### src/rtl/pulse_burst_tx.sv
// pulse_burst_tx
// Transmit side of the pulse-count link: on request it emits exactly n clean
// high pulses on the single-bit line `a`. Each pulse is high for HIGH_CYC
// cycles and is followed by a low phase of LOW_CYC cycles. The last pulse
// also gets this trailing low phase.
//
// Ports:
//   ck        in   clock, all state updates on the rising edge
//   rst       in   asynchronous, active-high reset (aborts any burst)
//   start     in   request strobe, sampled on rising ck
//   n         in   [N_W] pulses to send, sampled together with start
//   a         out  pulse line (registered)
//   busy      out  high while a burst is in progress (registered)
//   done      out  one-cycle completion strobe (registered)
//   remaining out  [N_W] pulses not yet completed in the current burst
//   state_dbg out  [2] current FSM state (IDLE=0, HIGH=1, LOW=2)
//
// Handshake: start/n form a request with valid-only semantics. A request is
// accepted on any edge where start=1 and the FSM is IDLE. busy=1 acts as
// "not ready": a start seen while busy is dropped and is not queued. n is
// sampled only on the accepting edge. The FSM is already IDLE while done=1,
// so a start in that cycle is accepted.
module pulse_burst_tx #(
  parameter int N_W      = 4,
  parameter int HIGH_CYC = 2,
  parameter int LOW_CYC  = 2,
  parameter int T_W      = 4
) (
  input  logic           ck,
  input  logic           rst,
  input  logic           start,
  input  logic [N_W-1:0] n,
  output logic           a,
  output logic           busy,
  output logic           done,
  output logic [N_W-1:0] remaining,
  output logic [1:0]     state_dbg
);

  typedef enum logic [1:0] {
    IDLE = 2'd0,
    HIGH = 2'd1,
    LOW  = 2'd2
  } state_t;

  // Terminal timer values. The phase lengths are at most 2^T_W, so the
  // terminal values fit in T_W bits and the timer never wraps inside a phase.
  localparam logic [T_W-1:0] HIGH_LAST = T_W'(HIGH_CYC - 1);
  localparam logic [T_W-1:0] LOW_LAST  = T_W'(LOW_CYC - 1);

  state_t         state_q, state_d;
  logic [T_W-1:0] timer_q, timer_d;
  logic [N_W-1:0] remaining_q, remaining_d;
  logic           a_q, a_d;
  logic           busy_q, busy_d;
  logic           done_q, done_d;

  always_ff @(posedge ck or posedge rst) begin
    if (rst) begin
      state_q     <= IDLE;
      timer_q     <= '0;
      remaining_q <= '0;
      a_q         <= 1'b0;
      busy_q      <= 1'b0;
      done_q      <= 1'b0;
    end else begin
      state_q     <= state_d;
      timer_q     <= timer_d;
      remaining_q <= remaining_d;
      a_q         <= a_d;
      busy_q      <= busy_d;
      done_q      <= done_d;
    end
  end

  always_comb begin
    state_d     = state_q;
    timer_d     = timer_q;
    remaining_d = remaining_q;
    a_d         = a_q;
    busy_d      = busy_q;
    done_d      = 1'b0;  // done is a strobe and lasts one cycle only

    unique case (state_q)
      IDLE: begin
        a_d    = 1'b0;
        busy_d = 1'b0;
        if (start) begin
          if (n != '0) begin
            remaining_d = n;
            timer_d     = '0;
            busy_d      = 1'b1;
            a_d         = 1'b1;
            state_d     = HIGH;
          end else begin
            // An empty request completes at once and sends no pulse.
            done_d = 1'b1;
          end
        end
      end

      HIGH: begin
        timer_d = timer_q + 1'b1;
        if (timer_q == HIGH_LAST) begin
          a_d     = 1'b0;
          timer_d = '0;
          // A pulse counts as completed at its falling edge.
          if (remaining_q != '0) remaining_d = remaining_q - 1'b1;
          state_d = LOW;
        end
      end

      LOW: begin
        timer_d = timer_q + 1'b1;
        if (timer_q == LOW_LAST) begin
          timer_d = '0;
          if (remaining_q != '0) begin
            a_d     = 1'b1;
            state_d = HIGH;
          end else begin
            busy_d  = 1'b0;
            done_d  = 1'b1;
            state_d = IDLE;
          end
        end
      end

      default: begin
        state_d = IDLE;
        a_d     = 1'b0;
        busy_d  = 1'b0;
        timer_d = '0;
      end
    endcase
  end

  assign a         = a_q;
  assign busy      = busy_q;
  assign done      = done_q;
  assign remaining = remaining_q;
  assign state_dbg = state_q;

endmodule

### config.mk
export PLATFORM = sky130hd
export DESIGN_NAME = pulse_burst_tx
export DESIGN_NICKNAME = d
export VERILOG_FILES = /design/src/rtl/pulse_burst_tx.sv
export SDC_FILE = /design/constraint.sdc
export NUM_CORES = 1
export LEC_CHECK = 0
export ABC_AREA = 1
export CAP_MARGIN = 40
export CORE_MARGIN = 4
export CORE_UTILIZATION = 50
export DETAILED_ROUTE_END_ITERATION = 12
export GPL_ROUTABILITY_DRIVEN = 1
export PLACE_DENSITY = 0.82
export SLEW_MARGIN = 5
export SYNTH_ARGS = -nofsm -noshare
export SYNTH_HDL_FRONTEND = slang
export SYNTH_SLANG_ARGS = --single-unit
### constraint.sdc
create_clock -name ck -period 2.5 [get_ports ck]
set_input_delay 0.5 -clock ck [delete_from_list [all_inputs] [get_ports ck]]
set_output_delay 0.5 -clock ck [all_outputs]
set_load 0.02 [all_outputs]
; Yosys cells after proc, flatten, opt, wreduce, memory -nomap -nowiden
; Cells that the tools add are included.
; W data, S select, Z words.
[word_totals]
out_inout_bits = 9
elab_cells = 58
register_bits = 13
inputBits = 7
[classes]
addsub = 2
n_reduce_logical = 10
n_eq_ne = 10
bitwise = 1
muxes = 29
[ops]
columns = op, n
row1 = $mux W4, 7
row2 = $pmux W4 S2, 2
row3 = $ne A2 B2 Y1 const B, 7
row4 = $mux W1, 12
row5 = $mux W2, 4
row6 = $reduce_bool A4 Y1, 2
row7 = $pmux W1 S3, 2
row8 = $pmux W2 S3, 1
row9 = $reduce_and A3 Y1, 2
row10 = $reduce_and A5 Y1, 1
row11 = $add A4 B1 Y4 const B, 1
row12 = $eq A4 B1 Y1 const B, 1
row13 = $reduce_and A4 Y1, 1
row14 = $sub A4 B1 Y4 const B, 1
row15 = $eq A2 B1 Y1 const B, 1
row16 = $eq A2 B2 Y1 const B, 1
row17 = $logic_not A2 Y1, 1
row18 = $pmux W1 S2, 1
row19 = $reduce_and A2 Y1, 1
row20 = $reduce_bool A2 Y1, 1
row21 = $reduce_or A2 Y1, 1
row22 = $not A1 Y1, 1

; Longest topological paths before layout
[logic_depth]
word_depth = 4
ltp_mapped = 9
mapped_depth_nobuf = 9

; Worst setup path before layout
; Ideal clock, no wire load.
[synth_path]
kind = reg-to-reg
startpoint = reg state_q[1] (netlist: state_dbg[1])
endpoint = reg remaining_q[3] (netlist: remaining[3])
slack_ps = 1020
synth_period_minus_slack_ps = 1480
required_time_ps = 2382
t_arrival_ps = 1363
path_stages_with_launch = 10
path_buffers = 1
path_cell_list = dfrtp_1 > inv_1 > ha_1 > buf_2 > nor2_2 > clkinv_2 > nand2_2 > nor2_4 > nand3_1 > nand2_1
[synth_between]
elab_chain_cells = 3
elab_cells_between_ends = 9
classes_between = eq/ne (5) / mux (1) / reduce/logical (3)
[synth_rtl]
columns = element, line
row1 = "start, declared", 51  ; state_t state_q, state_d;
row2 = "start signal, assigned", 67  ; state_q <= state_d;
row3 = $eq A2 B1 Y1 or $logic_not A2 Y1 (tied branches), 84  ; unique case (state_q)
row4 = $ne A2 B2 Y1 (no source line) or $reduce_bool A2 Y1 (tied branches), --
row5 = $reduce_and A5 Y1 (no source line), --
row6 = "end signal, assigned", 69  ; remaining_q <= remaining_d;
row7 = "end, declared", 53  ; logic [N_W-1:0] remaining_q, remaining_d;
; Several ways; a longest one is shown, not always the timed one.
; A chain may end at the register's enable or synchronous reset.

; Worst setup path after layout
[layout_path]
startpoint = reg state_q[0] (netlist: state_dbg[0])
endpoint = out state_dbg[0]
[layout_rtl]
columns = element, line
row1 = "end, declared", 37  ; output logic [1:0] state_dbg
; No word-level cell between the ends.

==> impl_metrics.yaml <==
outcome:
  outcome: "finished, final reports clean"
critical_path:
  critical_path.slowest_cell: "clkdlybuf4s50_1"
  critPathLaunchType: "flip-flop"
  arrival_ps: 1380
  critPathCaptureType: "primary output"
  critPathMaxFanout: 6
  critical_path.max_stage_delay_ps: 640
  path_cells: "clkdlybuf4s50_1"
  worstPathRequired_ps: 2000
  path_buf_inv: 1
  path_class: "flip-flop to primary output"
  crit_family: "buffers and inverters"
logic_synthesis:
  syn-cell-area_um2: 924.6
  synth.avg_cell_area_um2: 7.705
  yosys_warnings: 0
  yosysSeqAreaShare: 0.3518
  synthCells: 120
  synth.net_count: 135
  ys_ff_latch: 13
  ys_types: 24
final_layout:
  fill_cells: 159
  final_cell_mix: "nand2_1 (31), clkdlybuf4s50_1 (15), inv_1 (14)"
  final_cells: 163
  nets: 154
  n_antenna_cell: 0
  drive_above_1_share: 0.1739
  area_growth_pct: 21.92
  layout_commonest_cell: "nand2_1"
placed_design:
  place_ws_ps: 843.5
  routabilityCongestion: 0.8639
  dpl.cell_count: 159
  dpl.hpwl_mm: 1.448
  portBuffers: 15
timing:
  finalSetupViolCount: 0
  fmax_mhz: 531.3
  layout_setup_ws_ps: 617.8
  rsz0062_at_grt: "false"
  fin_skew_ps: 10.35
  fin_crit_sh: 0.7529
  post-route-min-period_ps: 1882
  worst_slew_pin_slew_ps: 506.3
  hold_viol: 0
  final_max_slew_viol_count: 0
  tns_ps: 0
  relSlewSlack: 0.6621
cts:
  ctsHoldBuffers: 0
  cts_buffer_depth: 2
  numCtsBuffers: 3
  root_buffer: "clkbuf_4"
  cts.htree.levels: 1
  tritoncts: "built"
  cts_sinks: 13
  clk_pin_slew_ps: 90
  clk_latency_ps: 290
  cts.repair.resized: 0
  cts_setup_buffers: 0
route:
  ant_nets: 0
  wl_per_cell_um: 11.24
  drtIter0Drc: 22
  drtPass1Iterations: 4
  drc: 0
  num_vias: 810
  wirelength_mm: 1.832
  viasPerCell: 4.969
grt:
  grt_max_degree: 14
  grt_usage: 0.1675
  grt_pass1_vias: 766
  antenna_found_initial: 0
  overflow: 0
  grt_pass1_wl_mm: 3.160
job:
  maxCapViolCount: 0
power:
  peakVddDrop_uv: 586.6
  power_density_nw_per_um2: 1258
  p_leak_nw: 0.5563
die:
  std_cell_rows: 15
  start_util: 0.5297
  die-width_um: 51.01
  die_h_um: 51.01
  io_pins: 16
  die_area_um2: 2602
  core_um2: 1745
hold_path:
  min_path_type: "flip-flop to flip-flop"
==> flip-flops by register name, indices dropped and copies added (netlist names) <==
name,flops
a,1
busy,1
state_dbg,2
timer_q,4
done,1
remaining,4
==> cells in the mapped netlist <==
library cell  number  area share
nor3_2             1       0.011
ha_1               8        0.11
o21ai_0            8       0.043
xor2_1             1      0.0095
o32ai_1            1      0.0095
nand2_4            1       0.012
dfrtp_1           13        0.35
nor2_2             5       0.034
a21oi_1            4       0.022
o21ai_2            1      0.0095
nand3_4            1       0.019
nand4_1            2       0.014
o21ai_1            1      0.0054
nor2_1             4       0.016
nand2_2            4       0.027
clkinv_2           1      0.0054
inv_2              3       0.012
nor2_4             1       0.012
buf_2              1      0.0054
inv_1             14       0.057
a21oi_2            1      0.0095
nand3_2            2       0.022
nand3_1           11       0.060
nand2_1           31        0.13
==> path summary, 6_finish.rpt <==
check,start,to,slack [ps],cells past startpoint
hold reg to reg,busy,busy,490,2
min in group asynchronous,rst,remaining[2],530,2
setup / recovery,state_dbg[0],state_dbg[0],620,1
hold / removal,busy,busy,490,2
max in group asynchronous,rst,timer_q[0],1620,2
setup reg to reg,state_dbg[1],remaining[1],830,6
==> stage by stage <==
stage	hold slack, ps	util	power (W)	cell area (µm²)
floorplan	377.0	-	0.001030	924.6
CTS	499.5	0.6459	0.001436	1127
global route	546.5	0.6459	0.001559	1127
finish	494.8	0.6459	0.001419	1127
global placement	471.9	0.6308	0.001266	1101
detailed placement	477.3	0.6308	0.001292	1101
==> final cells by class <==
type / instances / area, µm² / share of cell area
Clock buffer: 4 / 26.28 / 0.02331
Inverter: 18 / 68.82 / 0.06104
Multi-Input combinational cell: 88 / 525.5 / 0.4661
Sequential cell: 13 / 325.3 / 0.2886
Tap cell: 25 / 31.28 / 0.02775
Timing Repair Buffer: 15 / 150.1 / 0.1332
==> cells by family after synthesis <==
logic type,count (synthesis),synth area share
compound gates,16,0.09878
xor+xnor,1,0.009474
fa+ha+maj,8,0.1083
buf+inv,19,0.07983
flops,13,0.3518
simple gates,63,0.3518
==> power by group <==
part / leakage (nW) / total [W] / switching (W) / internal (W)
clock: 0.0150 / 0.000137 / 0.0000751 / 0.0000621
combinational: 0.373 / 0.000916 / 0.000556 / 0.000360
sequential: 0.169 / 0.000366 / 0.0000741 / 0.000292
==> layer usage <==
layer | track usage | wire length, µm
met1 | 0.1909 | 820
met2 | 0.2639 | 870
met3 | 0.04665 | 80
met4 | 0.1256 | 61
met5 | 0 | 0
(Power assumes the default switching activity.)
